### src/rtl/rf_wr_arbiter_if.sv
// Register-file write arbiter bus: requester handshakes, stall input and the
// registered write port toward the register file.
// Optional macro RF_ARB_LOCK_EN adds the per-requester req_lock signal.
interface rf_wr_arbiter_if #(
    parameter int NUM_REQ = 2,
    parameter int DATA_W  = 16,
    parameter int ADDR_W  = 3
);
    logic [NUM_REQ-1:0]        req_valid;
    logic [NUM_REQ*ADDR_W-1:0] req_addr;
    logic [NUM_REQ*DATA_W-1:0] req_data;
    logic [NUM_REQ-1:0]        req_ready;
`ifdef RF_ARB_LOCK_EN
    logic [NUM_REQ-1:0]        req_lock;
`endif
    logic                      rf_stall;
    logic                      rf_wr_en;
    logic [ADDR_W-1:0]         rf_wr_addr;
    logic [DATA_W-1:0]         rf_wr_data;
    logic                      busy;

`ifdef RF_ARB_LOCK_EN
    // Requesters plus register-file side (drives requests and stall).
    modport master (
        output req_valid, req_addr, req_data, req_lock, rf_stall,
        input  req_ready, rf_wr_en, rf_wr_addr, rf_wr_data, busy
    );
    // Arbiter side.
    modport slave (
        input  req_valid, req_addr, req_data, req_lock, rf_stall,
        output req_ready, rf_wr_en, rf_wr_addr, rf_wr_data, busy
    );
`else
    // Requesters plus register-file side (drives requests and stall).
    modport master (
        output req_valid, req_addr, req_data, rf_stall,
        input  req_ready, rf_wr_en, rf_wr_addr, rf_wr_data, busy
    );
    // Arbiter side.
    modport slave (
        input  req_valid, req_addr, req_data, rf_stall,
        output req_ready, rf_wr_en, rf_wr_addr, rf_wr_data, busy
    );
`endif
endinterface

### src/rtl/rf_wr_arbiter.sv
// rf_wr_arbiter: round-robin arbiter sharing one register-file write port
// among NUM_REQ (2..4) writeback requesters. The grant is combinational in the
// request cycle; the winning write is registered once and presented on rf_*
// in the following cycle, sustaining one write per cycle.
// Optional macro RF_ARB_LOCK_EN: a requester transferring with req_lock=1
// keeps exclusive ownership of the port until it transfers with req_lock=0.
module rf_wr_arbiter #(
    parameter int NUM_REQ = 2,
    parameter int DATA_W  = 16,
    parameter int ADDR_W  = 3
) (
    input logic           clk,
    input logic           rst,
    rf_wr_arbiter_if.slave bus
);

    // Pointer wide enough to index up to four requesters.
    localparam int PTR_W = (NUM_REQ > 2) ? 2 : 1;

    typedef logic [PTR_W-1:0] idx_t;

    // Next requester index after i, wrapping at NUM_REQ.
    function automatic idx_t wrap_inc(input idx_t i);
        logic [PTR_W:0] s;
        s = {1'b0, i} + (PTR_W+1)'(1);
        if (s >= (PTR_W+1)'(NUM_REQ)) begin
            s = '0;
        end
        return s[PTR_W-1:0];
    endfunction

    // First candidate found searching start, start+1, ... modulo NUM_REQ.
    function automatic logic [NUM_REQ-1:0] rr_pick(
        input logic [NUM_REQ-1:0] cand,
        input idx_t               start
    );
        logic [NUM_REQ-1:0] pick;
        idx_t               idx;
        logic               found;
        pick  = '0;
        idx   = start;
        found = 1'b0;
        for (int k = 0; k < NUM_REQ; k++) begin
            if (!found && cand[idx]) begin
                pick[idx] = 1'b1;
                found     = 1'b1;
            end
            idx = wrap_inc(idx);
        end
        return pick;
    endfunction

    idx_t               ptr_q, ptr_d;
    logic [NUM_REQ-1:0] cand;
    logic [NUM_REQ-1:0] grant;
    idx_t               win;
    logic               xfer;
    logic               ptr_upd;
    logic [ADDR_W-1:0]  win_addr;
    logic [DATA_W-1:0]  win_data;

    logic               wr_en_q;
    logic [ADDR_W-1:0]  wr_addr_q;
    logic [DATA_W-1:0]  wr_data_q;

`ifdef RF_ARB_LOCK_EN
    typedef enum logic {
        ST_ARB,
        ST_LOCKED
    } state_t;

    state_t state_q, state_d;
    idx_t   owner_q, owner_d;

    // Lock state register; reset always returns to open arbitration.
    always_ff @(posedge clk or negedge rst) begin
        if (!rst) begin
            state_q <= ST_ARB;
            owner_q <= '0;
        end else begin
            state_q <= state_d;
            owner_q <= owner_d;
        end
    end

    // Lock next-state: enter on a locked transfer, leave on an unlocked one
    // from the owner.
    always_comb begin
        // NOTE: every always_comb output gets a default first so no path
        // leaves a variable unassigned, which would infer a latch.
        state_d = state_q;
        owner_d = owner_q;
        unique case (state_q)
            ST_ARB: begin
                if (xfer && bus.req_lock[win]) begin
                    state_d = ST_LOCKED;
                    owner_d = win;
                end
            end
            ST_LOCKED: begin
                if (xfer && !bus.req_lock[win]) begin
                    state_d = ST_ARB;
                end
            end
            default: state_d = ST_ARB;
        endcase
    end

    // Candidates: only the owner while locked; pointer frozen until the
    // owner's unlocking transfer.
    always_comb begin
        cand    = bus.req_valid;
        ptr_upd = xfer;
        if (state_q == ST_LOCKED) begin
            cand    = bus.req_valid & (NUM_REQ'(1) << owner_q);
            ptr_upd = xfer && !bus.req_lock[win];
        end
    end
`else
    // Candidates: every valid requester; pointer advances on each transfer.
    always_comb begin
        cand    = bus.req_valid;
        ptr_upd = xfer;
    end
`endif

    // Same-cycle one-hot grant, suppressed during stall and reset.
    always_comb begin
        grant = '0;
        if (rst && !bus.rf_stall) begin
            grant = rr_pick(cand, ptr_q);
        end
    end

    // Winner index and its write fields.
    always_comb begin
        win      = '0;
        win_addr = '0;
        win_data = '0;
        for (int i = 0; i < NUM_REQ; i++) begin
            if (grant[i]) begin
                win      = idx_t'(i);
                win_addr = bus.req_addr[i*ADDR_W +: ADDR_W];
                win_data = bus.req_data[i*DATA_W +: DATA_W];
            end
        end
        xfer = |grant;
    end

    // Round-robin pointer next value: one past the last winner.
    always_comb begin
        ptr_d = ptr_q;
        if (ptr_upd) begin
            ptr_d = wrap_inc(win);
        end
    end

    // Round-robin pointer register; requester 0 has priority after reset.
    always_ff @(posedge clk or negedge rst) begin
        // NOTE: sequential state uses non-blocking assignments so every
        // register samples pre-edge values regardless of block order.
        if (!rst) begin
            ptr_q <= '0;
        end else begin
            ptr_q <= ptr_d;
        end
    end

    // Registered write port; addr/data hold when no transfer happens.
    always_ff @(posedge clk or negedge rst) begin
        // NOTE: the datapath registers are reset too, so a write pending at
        // reset is dropped and rf_wr_addr/rf_wr_data read as zero.
        if (!rst) begin
            wr_en_q   <= 1'b0;
            wr_addr_q <= '0;
            wr_data_q <= '0;
        end else begin
            wr_en_q <= xfer;
            if (xfer) begin
                wr_addr_q <= win_addr;
                wr_data_q <= win_data;
            end
        end
    end

    assign bus.req_ready  = grant;
    assign bus.rf_wr_en   = wr_en_q;
    assign bus.rf_wr_addr = wr_addr_q;
    assign bus.rf_wr_data = wr_data_q;
    assign bus.busy       = wr_en_q | (|bus.req_valid);

endmodule
### src/flat_wrapper.sv
// flat-port wrapper written by rule: the top's interface ports become plain ports
module rf_wr_arbiter_flat 
#(
    parameter int NUM_REQ = 2,
    parameter int DATA_W  = 16,
    parameter int ADDR_W  = 3
)
  (clk, rst, bus_req_valid, bus_req_addr, bus_req_data, bus_rf_stall, bus_req_ready, bus_rf_wr_en, bus_rf_wr_addr, bus_rf_wr_data, bus_busy);
  rf_wr_arbiter_if #(.NUM_REQ(NUM_REQ), .DATA_W(DATA_W), .ADDR_W(ADDR_W)) bus_i ();
  input logic clk;
  input logic rst;
  input wire logic [$bits(bus_i.req_valid)-1:0] bus_req_valid;
  input wire logic [$bits(bus_i.req_addr)-1:0] bus_req_addr;
  input wire logic [$bits(bus_i.req_data)-1:0] bus_req_data;
  input wire logic [$bits(bus_i.rf_stall)-1:0] bus_rf_stall;
  output wire logic [$bits(bus_i.req_ready)-1:0] bus_req_ready;
  output wire logic [$bits(bus_i.rf_wr_en)-1:0] bus_rf_wr_en;
  output wire logic [$bits(bus_i.rf_wr_addr)-1:0] bus_rf_wr_addr;
  output wire logic [$bits(bus_i.rf_wr_data)-1:0] bus_rf_wr_data;
  output wire logic [$bits(bus_i.busy)-1:0] bus_busy;
  assign bus_i.req_valid = bus_req_valid;
  assign bus_i.req_addr = bus_req_addr;
  assign bus_i.req_data = bus_req_data;
  assign bus_i.rf_stall = bus_rf_stall;
  assign bus_req_ready = bus_i.req_ready;
  assign bus_rf_wr_en = bus_i.rf_wr_en;
  assign bus_rf_wr_addr = bus_i.rf_wr_addr;
  assign bus_rf_wr_data = bus_i.rf_wr_data;
  assign bus_busy = bus_i.busy;
  rf_wr_arbiter #(.NUM_REQ(NUM_REQ), .DATA_W(DATA_W), .ADDR_W(ADDR_W)) u_core (.clk(clk), .rst(rst), .bus(bus_i));
endmodule
### config.mk
export PLATFORM = sky130hd
export DESIGN_NAME = rf_wr_arbiter_flat
export DESIGN_NICKNAME = d
export VERILOG_FILES = /design/src/rtl/rf_wr_arbiter_if.sv /design/src/rtl/rf_wr_arbiter.sv /design/src/flat_wrapper.sv
export SDC_FILE = /design/constraint.sdc
export NUM_CORES = 1
export LEC_CHECK = 0
export CAP_MARGIN = 20
export CORE_ASPECT_RATIO = 0.8
export CORE_MARGIN = 2
export CORE_UTILIZATION = 34
export CTS_CLUSTER_SIZE = 14
export DETAILED_ROUTE_END_ITERATION = 8
export MAX_ROUTING_LAYER = met4
export PLACE_DENSITY_LB_ADDON = 0.15
export RECOVER_POWER = 50
export SYNTH_ARGS = -nofsm -noshare
export SYNTH_HDL_FRONTEND = slang
export SYNTH_SLANG_ARGS = --single-unit
### constraint.sdc
create_clock -name clk -period 1.53 [get_ports clk]
set_input_delay 0.153 -clock clk [delete_from_list [all_inputs] [get_ports clk]]
set_output_delay 0.153 -clock clk [all_outputs]
set_load 0.005 [all_outputs]
==> impl_results.rst, run 1 <==
.. list-table::
   :header-rows: 1

   * - Metric
     - Value
   * - Portion of total power attributed to sequential cells
     - 47.2%
   * - DR vias
     - 956
   * - Total of fill cells in the finished design
     - 248
   * - Leakage dissipation
     - 0.795 nW
   * - ANT cells
     - 0
   * - Die Footprint
     - 0.00328 mm²
   * - Post-route ant nets
     - 0
   * - RSZ-0062 raised after global routing
     - false
   * - Cell area after placement
     - 0.00167 mm²
   * - H-Tree Depth
     - 1
   * - Area occupied by registers
     - 526 µm²
   * - Wire length of the first global-routing pass
     - 4.57 mm
   * - Status
     - finished clean
   * - Type of the worst min-delay path
     - in -> reg
   * - Nets in the synthesized netlist
     - 121
   * - Largest net degree at the start of global routing
     - 22
   * - Endpoint with the worst hold slack
     - u_core.ptr_q
   * - TritonCTS clock tree
     - yes
   * - Initial Utilization
     - 35.4%
   * - Maximum fanout encountered on the critical timing path
     - 9
   * - Overflow left after global routing
     - 0
   * - Power per cell area
     - 889 mW/mm²
   * - Portion of synthesized cell area occupied by the leading cell type
     - 54.5%
   * - Cell-by-cell trace of the critical path
     - dlygate4sd3_1 -> nor2b_4 -> buf_4 -> buf_4 -> buf_4 -> and3_1 -> a221o_1
   * - Die height
     - 51.6 µm
   * - Final clock period utilization by the worst path
     - 96.9%
   * - Via density per instance
     - 5.11
   * - WL per Instance
     - 15.5 µm
   * - Initial antenna violation count
     - 0
   * - Slew at the pin closest to its max-slew limit
     - 1140 ps
   * - Capture point of the worst reg-to-reg path
     - u_core.bus.rf_wr_data[10]
   * - Total standard cell area after synthesis
     - 963 µm²
   * - Post-route core utilization
     - 62.4%
   * - Fmax
     - 0.675 GHz
   * - GRT Util Overall
     - 18.7%
   * - Buffer cell driving the clock tree root
     - sky130_fd_sc_hd__clkbuf_4
   * - Comb power frac
     - 34.6%
   * - Placement Rows
     - 17
   * - Slowest cell delay on critical path
     - 550 ps
   * - Clk slew on worst S/H paths
     - 120 ps
   * - Cell taking the most area after synthesis
     - sky130_fd_sc_hd__dfrtp_1
   * - Synth top area cells
     - sky130_fd_sc_hd__dfrtp_1 (55%), sky130_fd_sc_hd__a221o_1 (20%), sky130_fd_sc_hd__and3_1 (12%), sky130_fd_sc_hd__buf_6 (2.3%), sky130_fd_sc_hd__buf_2 (1.6%)
   * - Post-route DRC violation count
     - 0
   * - Max-Cap Viols
     - 0
   * - Worst setup SP type
     - input port
   * - Worst-case clock skew
     - 11.1 ps
   * - Estimated wirelength of the detail-placed design
     - 2.17 mm
   * - Number of buffers created by CTS
     - 3
   * - Clock period minus worst slack
     - 1480 ps
   * - Maximum VDD drop
     - 0.418 mV
   * - Compound-cell area share of the yosys netlist
     - 21.6%
   * - Reg2reg start
     - u_core.ptr_q
   * - Yosys cell types
     - 17
   * - Fraction of power spent switching nets
     - 25.5%
   * - Most frequent CP cell
     - sky130_fd_sc_hd__buf_4
   * - Avg Cell Area, Syn
     - 12.4 µm²
   * - Share of synthesized cell area in and, or, nand and nor gates
     - 17.3%
   * - Final instance area
     - 0.00170 mm²
   * - Main combinational cell family by area after synthesis
     - compound AO/OA/AOI/OAI gates
   * - Part of the total power dissipated in the clock network
     - 18.2%
   * - Worst-case headroom to the max-slew limit
     - 23.9%
   * - Fraction of layout cells with a size suffix above 1
     - 11.4%
   * - Clock sink total
     - 21
   * - Multi-input combinational cell area
     - 378 µm²
   * - Overall die width
     - 63.5 µm
   * - Hold buffer count at CTS
     - 0
   * - Place WS
     - -185 ps
   * - Synthesis warning total
     - 0
   * - Via count of the first global-routing pass
     - 961
   * - NetSw
     - 0.000385 W
   * - Clock latency reported for the late side of the worst-skew pair
     - 310 ps
   * - Register-to-register path setup slack
     - 180 ps
   * - Part of the Yosys area used for sequential elements
     - 54.5%
   * - Synthesis-to-finish area growth
     - 76.2%
   * - Hold violation total from the final report
     - 0
   * - Hold Startpoint
     - bus_req_valid[0]
   * - Crit Path Category
     - in -> reg
   * - Final RePlAce weighted congestion
     - 0.799
   * - Number of nets in the layout
     - 193
   * - Port Buffer Count
     - 65
   * - Area of the core
     - 0.00272 mm²
   * - Data required time of the worst path
     - 1720 ps
   * - Fraction of synthesized cell area in xor and xnor cells
     - 0%
   * - Max Root-Sink Buffers
     - 2
   * - Hold Worst Slack
     - 301 ps
   * - Critical-path top delay cell
     - sky130_fd_sc_hd__dlygate4sd3_1
   * - Total iterations of the first detailed-routing run
     - 4
   * - Worst Hold Path Cells
     - 3
   * - Final critical-path setup slack
     - 48.0 ps
   * - Fraction of synthesized area in multiplexers
     - 0%
   * - FF+latch count, synth
     - 21
   * - Post-Route Setup TNS
     - 0 ps
   * - Cell-internal power
     - 0.00112 W
   * - Number of cells produced by synthesis
     - 78
   * - Cells on worst reg2reg path
     - 4
   * - Wirelength, routed
     - 2.90 mm
   * - Post-synthesis adder-cell area fraction
     - 0%
   * - Number of ports placed on the die boundary
     - 66
   * - Drt first-iter violations
     - 32
   * - Sort of element at the end of the critical path
     - flip-flop
   * - Crit path arrival time
     - 1680 ps
   * - Max Transition Viols Final
     - 0
   * - Number of setup violations in the final report
     - 0
-- synthesized netlist by cell type (all sizes together) --
cell type  count
clkbuf         2
or3            1
o21ai          1
buf            7
inv            1
nor2           1
a21boi         1
nor2b          1
dfrtp         21
a21oi          1
and2           1
a221o         19
and3          20
nand2b         1
-- per-layer routing --
layer	global-route usage [%]	vias up	wire length, µm
met5	-	-	0
met4	3.99	0	36
met3	5.41	4	147
met2	30.9	32	1480
met1	23.1	469	1230
li1	-	451	-
-- repair_timing --
action,4_1_cts,5_1_grt
resized for setup,6,2
buffers inserted,2,0
gates cloned,0,0
setup endpoints to repair,3,1
pin swaps,0,1
hold endpoints to repair,0,0
-- worst max path at each step --
stage	end	depth (start not counted)	startpoint	slack, ps
finish	u_core.bus.rf_wr_data[13]	7	rst	50
floorplan	u_core.bus.rf_wr_addr[2]	4	u_core.ptr_q	290
detailed placement	bus_req_ready[0]	4	bus_req_valid[0]	-180
global route	u_core.bus.rf_wr_data[5]	2	rst	30
CTS	bus_req_ready[0]	4	u_core.ptr_q	30
global placement	bus_req_ready[0]	4	bus_req_valid[0]	-170
-- layout by cell type (no fill, tap or decap), types with 2 or more instances in the layout --
cell type                         Yosys  layout
sky130_fd_sc_hd__a221o_1             19      19
sky130_fd_sc_hd__and3_1              19      19
sky130_fd_sc_hd__buf_4                2       9
sky130_fd_sc_hd__clkbuf_1             2       2
sky130_fd_sc_hd__clkbuf_4             0       3
sky130_fd_sc_hd__clkdlybuf4s50_1      0      58
sky130_fd_sc_hd__dfrtp_1             21      21
sky130_fd_sc_hd__dlygate4sd2_1        0       4
sky130_fd_sc_hd__dlygate4sd3_1        0       2
-- registers in the layout, indices dropped and copies added, names as in the netlist --
signal	cells
u_core.bus.rf_wr_addr	3
u_core.ptr_q	1
u_core.bus.rf_wr_en	1
u_core.bus.rf_wr_data	16
-- layout make-up --
type,instances,share of cell area (%)
timing repair buffer,76,42.2
sequential,21,31.0
multi-input combinational,47,22.3
tap,38,2.80
clock buffer,4,1.55
inverter,1,0.221
-- logic make-up after synthesis --
kind of cell / count (synthesis)
AND/OR/NAND/NOR: 25
AO/OA/AOI/OAI: 22
flip-flops: 21
buffers and inverters: 10
-- critical path: cells and delay by family --
family,cells,cell delay [ps]
AO/OA/AOI/OAI,1,260
AND/OR/NAND/NOR,2,300
buffers and inverters,4,960
-- power by group through the flow --
stage / Sequential (W) / Combinational (W) / Clock, W
final: 0.000713 / 0.000522 / 0.000275
after global routing: 0.000725 / 0.000561 / 0.000318
after detailed placement: 0.000724 / 0.000523 / 0
after CTS: 0.000714 / 0.000535 / 0.000279
after floorplan: 0.000730 / 0.000149 / 0
after global placement: 0.000723 / 0.000514 / 0
-- per-stage QoR --
step,power [W],std cells
detailed placement,0.00125,181
finish,0.00151,187
floorplan,0.000879,78
CTS,0.00153,187
global placement,0.00124,181
global route,0.00160,187
Note: power is estimated with default switching activity, not from simulation.
==> run 2, diff against run 1 <==
CTS_CLUSTER_DIAMETER = 150   (was default)
==> results of run 2 <==
The final DEF is identical to that of run 1; final timing and power are the same.
